### config.mk
export PLATFORM = sky130hd
export DESIGN_NAME = mem_port_arbiter
export DESIGN_NICKNAME = d
export VERILOG_FILES = /design/src/rtl/mem_port_arbiter_pkg.sv /design/src/rtl/mem_port_arbiter_arb_pick.sv /design/src/rtl/mem_port_arbiter.sv
export SDC_FILE = /design/constraint.sdc
export NUM_CORES = 1
export LEC_CHECK = 0
export BUFFER_PORTS_ARGS = -buffer_cell sky130_fd_sc_hd__buf_2
export CELL_PAD_IN_SITES_DETAIL_PLACEMENT = 0
export CELL_PAD_IN_SITES_GLOBAL_PLACEMENT = 2
export CORE_AREA = 5 5 197 199
export CTS_CLUSTER_DIAMETER = 30
export DETAILED_ROUTE_END_ITERATION = 16
export DIE_AREA = 0 0 202 204
export PLACE_DENSITY_LB_ADDON = 0.1
export SYNTH_ARGS = -nofsm -noshare
export SYNTH_HDL_FRONTEND = slang
export SYNTH_HIERARCHICAL = 1
export SYNTH_SLANG_ARGS = --single-unit
### constraint.sdc
create_clock -name i_clk -period 1.9 [get_ports i_clk]
set_input_delay 0.475 -clock i_clk [delete_from_list [all_inputs] [get_ports i_clk]]
set_output_delay 0.475 -clock i_clk [all_outputs]
set_load 0.005 [all_outputs]
### src/rtl/mem_port_arbiter_pkg.sv
// Shared types for the core-to-memory port arbiter: bus request/response
// structs, access-size encodings and the arbiter FSM state enum.
package mem_port_arbiter_pkg;

    // Access size encodings (bytes = 1 << size)
    localparam logic [2:0] MSIZE1 = 3'd0;
    localparam logic [2:0] MSIZE2 = 3'd1;
    localparam logic [2:0] MSIZE4 = 3'd2;
    localparam logic [2:0] MSIZE8 = 3'd3;

    // Owner encoding for the round-robin history bit
    localparam logic OWNER_I = 1'b0;
    localparam logic OWNER_D = 1'b1;

    typedef struct packed {
        logic        valid;
        logic [63:0] addr;
    } ibus_req_t;

    typedef struct packed {
        logic        addr_ok;
        logic        data_ok;
        logic [31:0] data;
    } ibus_resp_t;

    typedef struct packed {
        logic        valid;
        logic [63:0] addr;
        logic [2:0]  size;
        logic [7:0]  strobe;
        logic [63:0] data;
    } dbus_req_t;

    typedef struct packed {
        logic        addr_ok;
        logic        data_ok;
        logic [63:0] data;
    } dbus_resp_t;

    typedef struct packed {
        logic        valid;
        logic        is_write;
        logic [2:0]  size;
        logic [63:0] addr;
        logic [7:0]  strobe;
        logic [63:0] data;
    } cbus_req_t;

    typedef struct packed {
        logic        ready;
        logic        last;
        logic [63:0] data;
    } cbus_resp_t;

    typedef enum logic [1:0] {
        IDLE,
        BUSY_I,
        BUSY_D
    } arb_state_t;

endpackage

### src/rtl/mem_port_arbiter_arb_pick.sv
// Combinational grant selection between fetch (ibus) and memory stage (dbus).
// Build option ARB_ROUND_ROBIN_EN: alternate on contention using the last
// owner; otherwise dbus wins unless a starving fetch has saturated its counter.
module mem_port_arbiter_arb_pick
    import mem_port_arbiter_pkg::*;
(
    input  logic i_ivalid,
    input  logic i_dvalid,
`ifdef ARB_ROUND_ROBIN_EN
    input  logic i_last_owner,
`else
    input  logic i_starve_sat,
`endif
    output logic o_grant_i,
    output logic o_grant_d
);

    // Pick at most one requester
    always_comb begin
        o_grant_i = 1'b0;
        o_grant_d = 1'b0;
`ifdef ARB_ROUND_ROBIN_EN
        if (i_ivalid && i_dvalid) begin
            o_grant_i = (i_last_owner == OWNER_D);
            o_grant_d = (i_last_owner == OWNER_I);
        end else begin
            o_grant_i = i_ivalid;
            o_grant_d = i_dvalid;
        end
`else
        o_grant_d = i_dvalid && !(i_ivalid && i_starve_sat);
        o_grant_i = i_ivalid && (!i_dvalid || i_starve_sat);
`endif
    end

endmodule

### src/rtl/mem_port_arbiter.sv
// Shares one downstream memory port between fetch (ibus) and memory stage
// (dbus). Latches one request, holds it until oresp.ready, routes the
// response to its owner. Build option ARB_ROUND_ROBIN_EN selects round-robin
// arbitration instead of dbus-first with starvation promotion.
module mem_port_arbiter
    import mem_port_arbiter_pkg::*;
#(
    parameter int unsigned STARVE_LIMIT = 8
) (
    input  logic       i_clk,
    input  logic       i_rst_n,
    input  ibus_req_t  i_ireq,
    output ibus_resp_t o_iresp,
    input  dbus_req_t  i_dreq,
    output dbus_resp_t o_dresp,
    output cbus_req_t  o_oreq,
    input  cbus_resp_t i_oresp
);

    localparam int unsigned    CntW   = $clog2(STARVE_LIMIT + 1);
    localparam logic [CntW-1:0] CntMax = CntW'(STARVE_LIMIT);

    arb_state_t      r_state, w_state_next;
    cbus_req_t       r_oreq, w_oreq_next;
    logic [CntW-1:0] r_starve_cnt, w_starve_cnt_next;
    logic            w_idle, w_done;
    logic            w_pick_i, w_pick_d, w_grant_i, w_grant_d;
    logic            w_unused_last;

    // Single-beat downstream: completion is signalled by ready alone
    assign w_unused_last = i_oresp.last;

    assign w_idle    = (r_state == IDLE);
    assign w_done    = !w_idle && i_oresp.ready;
    assign w_grant_i = w_idle && w_pick_i;
    assign w_grant_d = w_idle && w_pick_d;
    assign o_oreq    = r_oreq;

`ifdef ARB_ROUND_ROBIN_EN
    logic r_last_owner;

    // Remember who was granted last for alternation
    always_ff @(posedge i_clk or negedge i_rst_n) begin
        if (!i_rst_n) begin
            r_last_owner <= OWNER_I;
        end else if (w_grant_d) begin
            r_last_owner <= OWNER_D;
        end else if (w_grant_i) begin
            r_last_owner <= OWNER_I;
        end
    end

    mem_port_arbiter_arb_pick u_arb_pick (
        .i_ivalid     (i_ireq.valid),
        .i_dvalid     (i_dreq.valid),
        .i_last_owner (r_last_owner),
        .o_grant_i    (w_pick_i),
        .o_grant_d    (w_pick_d)
    );
`else
    logic w_starve_sat;
    assign w_starve_sat = (r_starve_cnt == CntMax);

    mem_port_arbiter_arb_pick u_arb_pick (
        .i_ivalid     (i_ireq.valid),
        .i_dvalid     (i_dreq.valid),
        .i_starve_sat (w_starve_sat),
        .o_grant_i    (w_pick_i),
        .o_grant_d    (w_pick_d)
    );
`endif

    // State, latched request and starvation counter
    always_ff @(posedge i_clk or negedge i_rst_n) begin
        if (!i_rst_n) begin
            r_state      <= IDLE;
            r_oreq       <= '0;
            r_starve_cnt <= '0;
        end else begin
            r_state      <= w_state_next;
            r_oreq       <= w_oreq_next;
            r_starve_cnt <= w_starve_cnt_next;
        end
    end

    // Next state: grant from IDLE, return to IDLE on completion
    always_comb begin
        w_state_next = r_state;
        unique case (r_state)
            IDLE: begin
                if (w_grant_d) begin
                    w_state_next = BUSY_D;
                end else if (w_grant_i) begin
                    w_state_next = BUSY_I;
                end
            end
            BUSY_I, BUSY_D: begin
                if (i_oresp.ready) begin
                    w_state_next = IDLE;
                end
            end
            default: w_state_next = IDLE;
        endcase
    end

    // Request latch: capture on grant, hold while busy, clear on completion
    always_comb begin
        w_oreq_next = r_oreq;
        if (w_grant_d) begin
            w_oreq_next.valid    = 1'b1;
            w_oreq_next.is_write = |i_dreq.strobe;
            w_oreq_next.size     = i_dreq.size;
            w_oreq_next.addr     = i_dreq.addr;
            w_oreq_next.strobe   = i_dreq.strobe;
            w_oreq_next.data     = i_dreq.data;
        end else if (w_grant_i) begin
            w_oreq_next.valid    = 1'b1;
            w_oreq_next.is_write = 1'b0;
            w_oreq_next.size     = MSIZE4;
            w_oreq_next.addr     = i_ireq.addr;
            w_oreq_next.strobe   = '0;
            w_oreq_next.data     = '0;
        end else if (w_done) begin
            w_oreq_next = '0;
        end
    end

    // Count denied fetch cycles, saturating; clear on grant or no request
    always_comb begin
        w_starve_cnt_next = '0;
        if (i_ireq.valid && !w_grant_i) begin
            w_starve_cnt_next = (r_starve_cnt == CntMax) ? r_starve_cnt : r_starve_cnt + 1'b1;
        end
    end

    // Route the completing beat to its owner; the other side stays zero
    always_comb begin
        o_iresp = '0;
        o_dresp = '0;
        if (w_done && (r_state == BUSY_I)) begin
            o_iresp.addr_ok = 1'b1;
            o_iresp.data_ok = 1'b1;
            o_iresp.data    = r_oreq.addr[2] ? i_oresp.data[63:32] : i_oresp.data[31:0];
        end
        if (w_done && (r_state == BUSY_D)) begin
            o_dresp.addr_ok = 1'b1;
            o_dresp.data_ok = 1'b1;
            o_dresp.data    = i_oresp.data;
        end
    end

endmodule
Word level (Yosys, flattened, before mapping)
Index checks and enable logic that the tools add are counted.

Register bits after elaboration: 147. Input bits: 273.

Equal/unequal tests: 6. Muxes and demuxes: 12. Add/subtract/negate cells: 1. Reduce and logical (&&, ||, !) cells: 19.

Operators by type and width (count): 2-to-1 mux 141 bit (3); 2-to-1 mux 66 bit (1); 2-to-1 mux 34 bit (1); 2-to-1 mux 32 bit (1); logical AND 1 bit (9); 2-to-1 mux 4 bit (2); OR reduction 8 bit (1); 2-to-1 mux 2 bit (3); adder 4 x 1 -> 4 bit (second input constant) (1); == test 4 bit (second input constant) (1); logical NOT 1 bit (4); != test 2 bit (second input constant) (2); case mux 2 bit (2 select lines) (1); != test 3 x 1 -> 1 bit (second input constant) (1); nonzero test 3 bit (1); == test 2 x 1 -> 1 bit (second input constant) (1); == test 2 bit (second input constant) (1); logical NOT 2 bit (1); AND reduction 2 bit (1); OR reduction 2 bit (1); logical OR 1 bit (1).

Longest topological paths before layout
Word-level depth: 7. Depth in mapped cells: 11. Gate-level depth less buffers: 9.

Hierarchy
Netlist, hierarchy kept.

Modules (own cells, without submodules): mem_port_arbiter (times used 1, cells an instance 590, area an instance 6849.1 um2); mem_port_arbiter_arb_pick (times used 1, cells an instance 3, area an instance 18.8 um2).

Least setup slack after synthesis
OpenSTA, ideal clock, no wires.

Path kind: reg2reg. Start point: register r_starve_cnt[0]. End point: register r_oreq (netlist bit o_oreq[120]). Path buffers: 2. Data required time: 1.774 ns. Arrival time: 1.984 ns. Cell stages (with the launch flop): 11. Period minus slack after synthesis: 2.110 ns. Slack: -0.210 ns. Path through: dfrtp_1 inv_1 ha_1 nand3b_1 inv_1 a21boi_1 o21a_1 nor2_4 buf_6 buf_6 a221o_1.

Longest elaborated chain between the ends: 6. Elaborated cells between the ends (all ways): 11.

Ends and longest elaborated chain: start, declared (RTL line mem_port_arbiter.sv:25) `logic [CntW-1:0] r_starve_cnt, w_starve_cnt_next;`; start signal, assigned (RTL line mem_port_arbiter.sv:82) `r_starve_cnt <= w_starve_cnt_next;`; == test 4 bit * (RTL line mem_port_arbiter.sv:62) `assign w_starve_sat = (r_starve_cnt == CntMax);`; named net w_starve_sat (RTL line mem_port_arbiter.sv:61) `logic w_starve_sat;`; logical AND 1 bit * (RTL line mem_port_arbiter_arb_pick.sv:31) `o_grant_d = i_dvalid && !(i_ivalid && i_starve_sat);`; logical NOT 1 bit * (RTL line mem_port_arbiter_arb_pick.sv:31); logical AND 1 bit * (RTL line mem_port_arbiter_arb_pick.sv:31); named net w_pick_d (RTL line mem_port_arbiter.sv:27) `logic w_pick_i, w_pick_d, w_grant_i, w_grant_d;`; logical AND 1 bit * (RTL line mem_port_arbiter.sv:36) `assign w_grant_d = w_idle && w_pick_d;`; nonzero test 3 bit (no source line) or 2-to-1 mux 141 bit (tied branches); end signal, assigned (RTL line mem_port_arbiter.sv:81) `r_oreq <= w_oreq_next;`; end, declared (RTL line mem_port_arbiter.sv:24) `cbus_req_t r_oreq, w_oreq_next;`.

Mark *: on every way through the listed nets, which the timed path passes. The rest lies on a longest branch. A chain may end at the register's enable or synchronous reset.

==> results.md <==
* CP startpoint kind: register
* Most common cell after layout, fill and taps aside: buf_2
* Clk root buf: clkbuf_16
* Per-cell routed wire length at 22.14 µm
* Syn Nets at 871
* Maximum clock insertion buffer count at 2
* Post-DP HPWL at 26650 µm
* Setup TNS at -54.87 ns
* Most frequent cells in the layout: 480 x buf_2, 146 x dfrtp_1, 101 x and3_1, 75 x a22o_1, 64 x a221o_1
* Final ANT Viol Nets at 0
* Post-synth EDFFs at 0
* Core area at 37040 µm²
* Seq pwr share at 30.7%
* Clock Power Share at 19.1%
* Sequential area share after synthesis at 53.56%
* Global-route wire length before repair at 50780 µm
* Clk slew on worst S/H paths at 0.08 ns
* Avg Synthesized Cell Area at 11.58 µm²
* LEAKAGE at 6.576 nW
* DR vias at 7204
* Cell Pwr Density at 1497 nW/µm²
* CP Cell Sequence: inv_2, ha_4, and2b_4, nand2_8, buf_12, buf_12, nor2_2, buf_2
* RSZ-0062 raised after global routing: yes
* Switching share of power at 37.63%
* Highest Clock Rate at 423.4 MHz
* Die W at 202 µm
* Fraction of layout cells with a size suffix above 1 at 60.12%
* Cells after Synth at 593
* Drt pass-1 iters at 6
* Sw power at 6.747 mW
* Most numerous cell on the critical path: buf_12
* #FFs+latches synth at 147
* Run status: finished, violations left
* Area Growth Syn to Fin at 74.40%
* Slew margin rel. at 73.76%
* Antenna violations before repair at 12
* Cell Area, Synth at 6868 µm²
* Vias in the first global route at 7522
* Ports at 514
* Critical Path RT at 1.42 ns
* Max_cap viols at 0
* Max-slew violation total from the final report at 0
* Starting density of the core at 18.54%
* Critical path peak fanout at 8
* Clk Latency, worst-skew pair at 0.43 ns
* WS Path Type: register to primary output
* Total CTS buffers at 17
* Layout Nets at 1411
* Crit-path slowest cell: dfrtp_1
* Final wirelength at 36010 µm
* Async S/R FF share, synth at 100.0%
* Worst Skew at 0.01292 ns
* Grt total ovfl at 0
* Setup crit end kind: primary output
* Critical Path Max Stage Delay at 0.36 ns
* RD Place Congestion at 0.7746
* Worst EP arrival at 1.89 ns
* GR Util All Layers at 16.25%
* DRC at 0
* Peak VDD IR at 0.5937 mV
* H-tree levels at 4
* Distinct cells, synth at 33
* Vias per std cell at 4.428
* Crit share post-route at 124.3%
* Final Instance Area at 11980 µm²
* Worst-margin pin slew at 0.3937 ns
* # setup viols final at 238
* Worst hold path type: input port to register
* Finished Core Util at 32.33%
* Fin Hold WS at 0.2560 ns
* Failing checks: negative setup slack
* Worst setup margin at -0.4617 ns
* Period minus WS final at 2.362 ns
* Int Pwr at 11.18 mW
* Logic pwr share at 50.2%
* Clock tree from TritonCTS: done
* Yosys warns at 6
* Sink Count at 147
* Port Buffer Count at 512
* DP Area at 10320 µm²
* Die H at 204 µm
* Hold Fails Final Rpt at 0
* Main synth FF type: dfrtp_1
* Row count at 71
* DIE AREA at 41210 µm²
* Initial drt markers at 320
* Pin count of the biggest net entering global routing at 44
* Total Power at 17.93 mW
[per-layer routing]
layer / up-vias / global-route usage, % / share of wire (%)
met4: 10 / 4.639 / 1.6
met3: 34 / 6.220 / 7.9
met2: 302 / 28.73 / 52
met1: 3495 / 18.29 / 39
met5: - / 0 / 0.17
li1: 3363 / - / -
[cell families after synthesis]
logic type / synth area share, %
DFF: 53.56
and+or+nand+nor: 15.14
buffers and inverters: 5.338
adders and majority gates: 0.9109
muxes: 4.810
AOI/OAI and AO/OA: 19.86
xor gates and xnor gates: 0.3827
[worst paths after layout]
kind	startpoint	to	slack, ns	depth (start not counted)
setup / recovery	r_state[1]	o_iresp[17]	-0.46	8
hold / removal	i_dreq[16]	o_oreq[16]	0.26	2
setup reg to reg	r_state[1]	o_oreq[117]	-0.21	10
hold reg to reg	o_oreq[139]	o_oreq[139]	0.48	1
max in group asynchronous	i_rst_n	o_oreq[74]	0.76	3
min in group asynchronous	i_rst_n	o_oreq[13]	0.51	2
[Yosys cell counts, types with 2 or more instances]
cell type / n / area, µm²
buf_2: 10 / 50.05
nand2_1: 5 / 18.77
nor4_1: 2 / 12.51
buf_6: 5 / 56.30
nand2b_1: 2 / 12.51
a221o_1: 64 / 640.6
a22o_1: 75 / 656.9
o21ai_0: 2 / 10.01
xnor2_1: 2 / 17.52
buf_4: 10 / 75.07
mux2i_1: 33 / 330.3
buf_1: 2 / 7.510
a21boi_1: 2 / 15.01
and2_1: 2 / 12.51
a21oi_1: 2 / 10.01
ha_1: 5 / 62.56
nor2_1: 37 / 138.9
dfrtp_1: 147 / 3679
and3_1: 128 / 800.8
inv_1: 8 / 30.03
clkbuf_1: 38 / 142.6
[stage by stage]
step,cells,setup slack [ns]
2_1_floorplan,593,-0.1182
3_3_place_gp,1563,-0.1176
3_5_place_dp,1563,-0.1139
4_1_cts,1606,-0.4959
5_1_grt,1627,-0.5572
6_report,1627,-0.4617
[final cells by class]
type	count	area [µm²]
fill	3893	25070
timing repair buffer	587	3910
sequential	147	3680
multi-input combinational	372	3159
tap	474	593.1
clock buffer	17	425.4
clock inverter	15	162.7
inverter	8	30.03
antenna	7	17.52
[timing repair]
action                                  CTS  global route
hold buffers                              1             0
buffers inserted                          6             8
endpoints found under the hold margin    30             0
resized for setup                        37            99
cloned                                    4             7
endpoints found under the setup margin  239           239
pin swaps                                18            34
[flip-flops by register name (all words and copies together) (netlist names)]
| signal | cells |
|---|---|
| o_oreq | 141 |
| r_starve_cnt | 4 |
| r_state | 2 |
[critical path, delay by kind of cell (launching register included)]
kind	cells	cell delay (ns)
buf+inv	4	0.46
simple gates	3	0.48
flops	1	0.36
fa+ha+maj	1	0.15
[power groups by stage]
stage | sequential, mW | combinational [mW] | clock, mW
after floorplan | 5.63 | 3.60 | 0
after global placement | 5.52 | 7.82 | 0
after detailed placement | 5.52 | 7.77 | 0
after CTS | 5.51 | 8.22 | 3.59
after global routing | 5.70 | 9.72 | 3.68
final | 5.50 | 9.00 | 3.43
Note: power is estimated with default switching activity, not from simulation.
